==> config.mk <==
export PLATFORM = sky130hd
export DESIGN_NAME = sigma_delta_adc
export DESIGN_NICKNAME = d
export VERILOG_FILES = /design/src/rtl/sigma_delta_adc.sv
export SDC_FILE = /design/constraint.sdc
export NUM_CORES = 1
export LEC_CHECK = 0
export ABC_AREA = 1
export CAP_MARGIN = 15
export CORE_MARGIN = 2
export CORE_UTILIZATION = 51
export CTS_BUF_LIST = sky130_fd_sc_hd__clkbuf_4
export DETAILED_ROUTE_END_ITERATION = 10
export HOLD_SLACK_MARGIN = 0.02
export PLACE_DENSITY = 0.82
export SYNTH_ARGS = -nofsm -noshare
export SYNTH_HDL_FRONTEND = slang
export SYNTH_SLANG_ARGS = --single-unit
==> constraint.sdc <==
create_clock -name clk -period 4.78 [get_ports clk]
set_input_delay 1.195 -clock clk [delete_from_list [all_inputs] [get_ports clk]]
set_output_delay 1.195 -clock clk [all_outputs]
set_load 0.03 [all_outputs]
==> src/rtl/sigma_delta_adc.sv <==
// First-order delta-sigma ADC front end with CIC3 decimator.
// Ports: clk, rst (sync, high), cmp_in (async comparator), fb_out (feedback
// pulse), dout/dout_valid/ovr (decimated signed sample, strobe, saturation).
module sigma_delta_adc #(
  parameter int DECIM_LOG2 = 8,
  parameter int OUT_W      = 16
) (
  input  logic             clk,
  input  logic             rst,
  input  logic             cmp_in,
  output logic             fb_out,
  output logic [OUT_W-1:0] dout,
  output logic             dout_valid,
  output logic             ovr
);

  localparam int W  = 3*DECIM_LOG2 + 2;
  localparam int SH = 3*DECIM_LOG2 - (OUT_W-1);

  localparam logic signed [W-1:0] MAXV =
    W'((64'sd1 <<< (OUT_W-1)) - 64'sd1);
  localparam logic signed [W-1:0] MINV =
    W'(-(64'sd1 <<< (OUT_W-1)));

  logic s1, s2;
  logic signed [W-1:0] xw;
  logic signed [W-1:0] i1, i2, i3;
  logic signed [W-1:0] d1, d2, d3;
  logic signed [W-1:0] c1, c2, c3;
  logic signed [W-1:0] y;
  logic [DECIM_LOG2-1:0] cnt;
  logic [1:0] warm;
  logic tick;
  logic [OUT_W-1:0] sat_val;
  logic sat_ovr;

  assign fb_out = s2;
  assign xw     = s2 ? W'(1) : '1;
  assign tick   = (cnt == '1);

  // Comb chain is evaluated combinationally from i3 and
  // only the differential-delay registers advance on tick.
  assign c1 = i3 - d1;
  assign c2 = c1 - d2;
  assign c3 = c2 - d3;
  assign y  = c3 >>> SH;

  always_comb begin
    sat_val = y[OUT_W-1:0];
    sat_ovr = 1'b0;
    if (y > MAXV) begin
      sat_val = MAXV[OUT_W-1:0];
      sat_ovr = 1'b1;
    end else if (y < MINV) begin
      sat_val = MINV[OUT_W-1:0];
      sat_ovr = 1'b1;
    end
  end

  always_ff @(posedge clk) begin
    if (rst) begin
      s1         <= 1'b0;
      s2         <= 1'b0;
      i1         <= '0;
      i2         <= '0;
      i3         <= '0;
      d1         <= '0;
      d2         <= '0;
      d3         <= '0;
      cnt        <= '0;
      warm       <= '0;
      dout       <= '0;
      dout_valid <= 1'b0;
      ovr        <= 1'b0;
    end else begin
      s1         <= cmp_in;
      s2         <= s1;
      i1         <= i1 + xw;
      i2         <= i2 + i1;
      i3         <= i3 + i2;
      cnt        <= cnt + 1'b1;
      dout_valid <= 1'b0;
      if (tick) begin
        d1 <= i3;
        d2 <= c1;
        d3 <= c2;
        // The first three decimated outputs are built from
        // partially filled integrators, so they are dropped.
        if (warm != 2'd3) begin
          warm <= warm + 2'd1;
        end else begin
          dout       <= sat_val;
          ovr        <= sat_ovr;
          dout_valid <= 1'b1;
        end
      end
    end
  end

endmodule

Word-level counts from Yosys, hierarchy flattened
Index checks and enable logic that the tools add are counted.

storage, ports and cells
  logic and storage cells = 36
  register bits after elaboration = 186
  output and inout bits = 19
  bits of input ports = 3

cells by class
  $add $sub $neg = 8
  equality and inequality tests = 2
  muxes and demuxes = 6
  reduce and logical (&&, ||, !) cells = 3
  bitwise operators = 2
  order comparisons = 2

operators by type and width
  kind                                                                                count
  26-bit adder                                                                        3
  26-bit subtractor                                                                   3
  16-bit two-way mux                                                                  2
  26-bit two-way mux                                                                  1
  17-bit by 16-bit greater-than comparator with 1-bit output (second input constant)  1
  17-bit by 16-bit < comparator with 1-bit output (second input constant)             1
  8-bit by 1-bit adder with 8-bit output (second input constant)                      1
  8-bit equality test (second input constant)                                         1
  2-bit AND reduction                                                                 2
  1-bit two-way mux                                                                   3
  2-bit by 1-bit adder with 2-bit output (second input constant)                      1
  2-bit != test (second input constant)                                               1
  1-bit inverter                                                                      2
  2-bit OR reduction                                                                  1

Depth between registers and ports, before layout
  word-level depth = 6
  depth in mapped cells = 36
  gate-level depth less buffers = 35

Worst setup path before layout
Ideal clock, no wire load.

  path kind = register to register
  start = register d1[3]
  end = register ovr
  cell stages (with the launch flop) = 35
  setup slack = 0.016 ns
  data required time = 4.671 ns
  clock period less this slack = 4.764 ns
  arrival time = 4.655 ns
  library setup time = 0.109 ns
  cells stage by stage = dfxtp_1 -> inv_1 -> ha_1 -> a21oi_1 -> o21ai_1 -> nand2_1 -> nand2_1 -> a31oi_1 -> o21ai_1 -> a21boi_1 -> o21ai_1 -> xor2_1 -> ha_1 -> nand2_1 -> nor2_1 -> nor3b_1 -> nand4_1 -> nand3_1 -> nand3_1 -> nand2_1 -> a31oi_1 -> xor2_1 -> ha_1 -> inv_1 -> nor4_1 -> nand3_1 -> nand2_1 -> nand2_1 -> nand2_1 -> inv_1 -> nand2_4 -> buf_12 -> nand3_1 -> nand2_1 -> inv_1

between the ends
  longest elaborated chain between the ends = 6

RTL lines
  what                                             line  text
  start, declared                                  28    logic signed [W-1:0] d1, d2, d3;
  start signal, assigned                           84    d1 <= i3;
  26-bit subtractor *                              43    assign c1 = i3 - d1;
  net c1[16]                                       29    logic signed [W-1:0] c1, c2, c3;
  26-bit subtractor *                              44    assign c2 = c1 - d2;
  net c2[22]                                       29
  26-bit subtractor *                              45    assign c3 = c2 - d3;
  17-bit by 16-bit < comparator with 1-bit output  54    end else if (y < MINV) begin
  1-bit two-way mux                                54
  1-bit two-way mux *                              51    if (y > MAXV) begin
  end signal, assigned                             93    ovr <= sat_ovr;
  end, declared                                    14    output logic ovr

The timed path passes the listed nets; every way through them passes the cells marked *.
A chain may end at the register's enable or synchronous reset.

Worst setup path after layout
  start = register d1[9]
  end = register dout[9]

between the ends
  longest elaborated chain between the ends = 6

RTL lines
  what                                             line  text
  26-bit subtractor *                              43
  net c1[16]                                       29
  26-bit subtractor *                              44
  net c2[19]                                       29
  26-bit subtractor *                              45
  17-bit by 16-bit < comparator with 1-bit output  54
  16-bit two-way mux                               54
  16-bit two-way mux *                             51
  end signal, assigned                             92    dout <= sat_val;
  end, declared                                    12    output logic [OUT_W-1:0] dout,

Marked as above.

==> flow_summary_export.csv <==
group,metric,value,unit
run_status,run_status,"finished with violations",
run_status,violations_in_the_final_reports,"negative setup slack",
worst_setup_path,timing.critical_path.mode_cell,"sky130_fd_sc_hd__nand2_2",
route,drt-vias-per-instance,5.46,
logic_synthesis,commonest_cells_post_synth,"sky130_fd_sc_hd__a21oi_1 (314), sky130_fd_sc_hd__inv_1 (286), sky130_fd_sc_hd__nand2_1 (264)",
die,chipHeight,164,µm
global_route,grt.overflow.total,0,
route,wirelength,34600,µm
logic_synthesis,mappedNetlistNets,2032,
clock_tree,clock_sinks,186,
logic_synthesis,ys_warn_count,0,
clock_tree,ctsHoldBuffers,0,
logic_synthesis,synth_adder_area_share,15.1,%
route,detailedRoute.firstPassIterationCount,8,
logic_synthesis,synth_largest_type_area_fraction,28.3,%
die,placeableCoreArea,25300,µm²
die,row_count,58,
logic_synthesis,yosys.area_share.simple,16.7,%
timing,report.final.hold_viol_count,0,
logic_synthesis,synth_area_per_cell,7.01,µm²
logic_synthesis,synth_flop_cell,"sky130_fd_sc_hd__dfxtp_1",
clock_tree,clock_insertion_delay_worst_skew,0.63,ns
layout,finalNetCount,2259,
place,pre_cts_setup_slack,-0.438,ns
worst_setup_path,timing.rr.start,"d1[9]",
worst_setup_path,max_stage_delay,0.40,ns
clock_tree,htreeDepth,4,
layout,final_layout_size_suffix_gt1_share,21.2,%
timing,finalSetupViolCount,17,
worst_setup_path,timing.critical_path.fanout_max,7,
route,antenna_violating_nets_post_route,0,
logic_synthesis,synth_area_leader_cell,"sky130_fd_sc_hd__dfxtp_1",
timing,grt_setup_unrepaired,"yes",
route,detailedRoute.firstIterationViolations,819,
global_route,gr-usage-all-layers,24.1,%
global_route,grt_pass1_vias,12800,
global_route,grt_max_degree,112,
clock_tree,clkSlewWorstSetupHoldPaths,0.18,ns
die,fp.dieW,164,µm
worst_setup_path,crit_path_start_kind,"register",
place,detailed_placer_s_ending_hpwl,23400,µm
global_route,antenna_found_initial,1,
worst_setup_path,reg2reg_slack,-0.31,ns
worst_setup_path,ff2ff_path_depth,31,
route,vias,13400,
timing,worst_tran_pin_value,0.983,ns
layout,fin_util,64.7,%
timing,fin_crit,5.09,ns
logic_synthesis,syn_inst,1874,
logic_synthesis,share_of_the_synthesized_area_in_compound_gates_ao_oa_aoi_oai,26.0,%
worst_setup_path,setup.worst_path.start,"d1[9]",
timing,finalClockSkew,0.0418,ns
worst_setup_path,worstPathRequired,5.29,ns
hold_path,timing.hold.worst.class,"reg -> reg",
clock_tree,tritoncts_clock_tree,"done",
logic_synthesis,synth_xor_area_share,4.27,%
logic_synthesis,number_of_enable_flip_flop_cells_after_synthesis,0,
worst_setup_path,worst_setup_end_kind,"register",
worst_setup_path,crit_path_top_delay_cell,"sky130_fd_sc_hd__ha_1",
clock_tree,cts_root_buf,"sky130_fd_sc_hd__clkbuf_4",
route,final_routed_wire_length_divided_by_cell_count,14.2,µm
die,die_area,27100,µm²
logic_synthesis,synth_area,13100,µm²
layout,nFillCells,2054,
timing,layout_worst_path_cycle_share,106,%
logic_synthesis,mux_share_of_post_synthesis_cell_area,0,%
clock_tree,cts_made_buffers,17,
timing,finalWorstSetupSlack,-0.307,ns
logic_synthesis,yosys_register_bits,186,
place,globalplace.congestion,0.978,
logic_synthesis,post_synth_main_area_contributors,"sky130_fd_sc_hd__dfxtp_1 (28%), sky130_fd_sc_hd__ha_1 (14%), sky130_fd_sc_hd__a21oi_1 (12%)",
global_route,grt_pass1_wl,54200,µm
place,place.port_buffers,21,
route,post-route-drc-count,0,
timing,max_slew_headroom_at_the_worst_pin,34.5,%
logic_synthesis,yosys.cell_count.top_type,"sky130_fd_sc_hd__a21oi_1",
die,initial_core_util,52.0,%
logic_synthesis,largest_family_of_logic_cells_by_synthesized_area,"compound AO/OA/AOI/OAI gates",
timing,slew_violations,0,
logic_synthesis,synth.distinct_cells,43,
logic_synthesis,synth_seq_area_share,28.3,%
logic_synthesis,synth_async_sr_flop_share,0,%
layout,area_growth,24.4,%
worst_setup_path,timing.critical_path.to,"dout[9]",
die,ioPinCount,22,
worst_setup_path,worst-endpoint-arrival,5.60,ns
worst_setup_path,regToRegEndpoint,"dout[9]",
worst_setup_path,criticalPathCategory,"reg -> reg",
clock_tree,ctsLongestPathBuffers,2,
timing,max_freq,0.197,GHz
flow_run,count_of_maximum_capacitance_violations,0,
## layout make-up
| cell class | count | area, µm² | share of cell area (%) |
|---|---|---|---|
| antenna | 1 | 2.50 | 0.0153 |
| clock buffer | 17 | 128 | 0.781 |
| clock inverter | 15 | 159 | 0.973 |
| inverter | 289 | 1090 | 6.65 |
| multi-input combinational | 1358 | 8850 | 54.2 |
| sequential | 186 | 3740 | 22.9 |
| tap | 330 | 413 | 2.53 |
| timing repair buffer | 249 | 1950 | 12.0 |
## repair_timing
item	4_1_cts	5_1_grt
pin swaps	37	47
resized for setup	85	90
buffers inserted	15	20
setup endpoints to repair	17	17
gates cloned	1	1
## registers in the layout (all words and copies together) (netlist names), 8 cells and up
name / flops
i1: 26
d1: 26
d3: 26
dout: 16
cnt: 8
i2: 26
i3: 26
d2: 26
## layout by cell type, fill, tap and decap left out, drive strengths merged, types with 15 or more instances in the layout
| cell | instances |
|---|---|
| a21oi | 326 |
| inv | 294 |
| nand2 | 284 |
| buf | 228 |
| o21ai | 209 |
| dfxtp | 186 |
| ha | 150 |
| nor2 | 115 |
| nand3 | 71 |
| xor2 | 40 |
| xnor2 | 24 |
| o21a | 20 |
| clkdlybuf4s50 | 20 |
| clkbuf | 18 |
| nor3 | 15 |
## cell families after synthesis
| family | Yosys count |
|---|---|
| compound gates | 628 |
| xor+xnor | 64 |
| fa+ha+maj | 155 |
| buf+inv | 331 |
| flops | 186 |
| simple gates | 510 |
## layer usage
layer	wire length, µm	vias to the layer above	GRT usage, %
met5	0	-	0
met2	17700	342	46.0
met3	1320	119	2.96
met1	14300	6099	26.7
li1	-	6799	-
met4	1390	0	10.0
## worst min-delay path by stage
stage          cells past startpoint  start  slack, ns  endpoint
2_1_floorplan                      2     s1       0.39    fb_out
3_3_place_gp                       2     s1       0.40    fb_out
3_5_place_dp                       2     s1       0.40    fb_out
4_1_cts                            2     s1       0.42    fb_out
5_1_grt                            2     s1       0.45    fb_out
6_report                           2     s1       0.42    fb_out
## worst max-delay path, delay by kind of cell, from the launching register on
kind                     cells  cell delay [ns]
buffers and inverters        7             0.86
adder cells (fa/ha/maj)      3             0.97
AND/OR/NAND/NOR             10             1.03
XOR/XNOR                     2             0.33
AO/OA/AOI/OAI                9             1.45
flip-flops                   1             0.33
## per-stage QoR
step / setup TNS (ns) / instances / instance area, µm² / hold slack, ns
2_1_floorplan: 0 / 1874 / 13100 / 0.388
3_3_place_gp: -3.12 / 2375 / 15000 / 0.399
3_5_place_dp: -6.90 / 2375 / 15000 / 0.399
4_1_cts: -0.126 / 2423 / 15800 / 0.423
5_1_grt: -8.98 / 2445 / 16300 / 0.455
6_report: -4.82 / 2445 / 16300 / 0.420
Power is not shown: default switching activity piles up to over one toggle a cycle in this logic, so the estimate is an artifact.
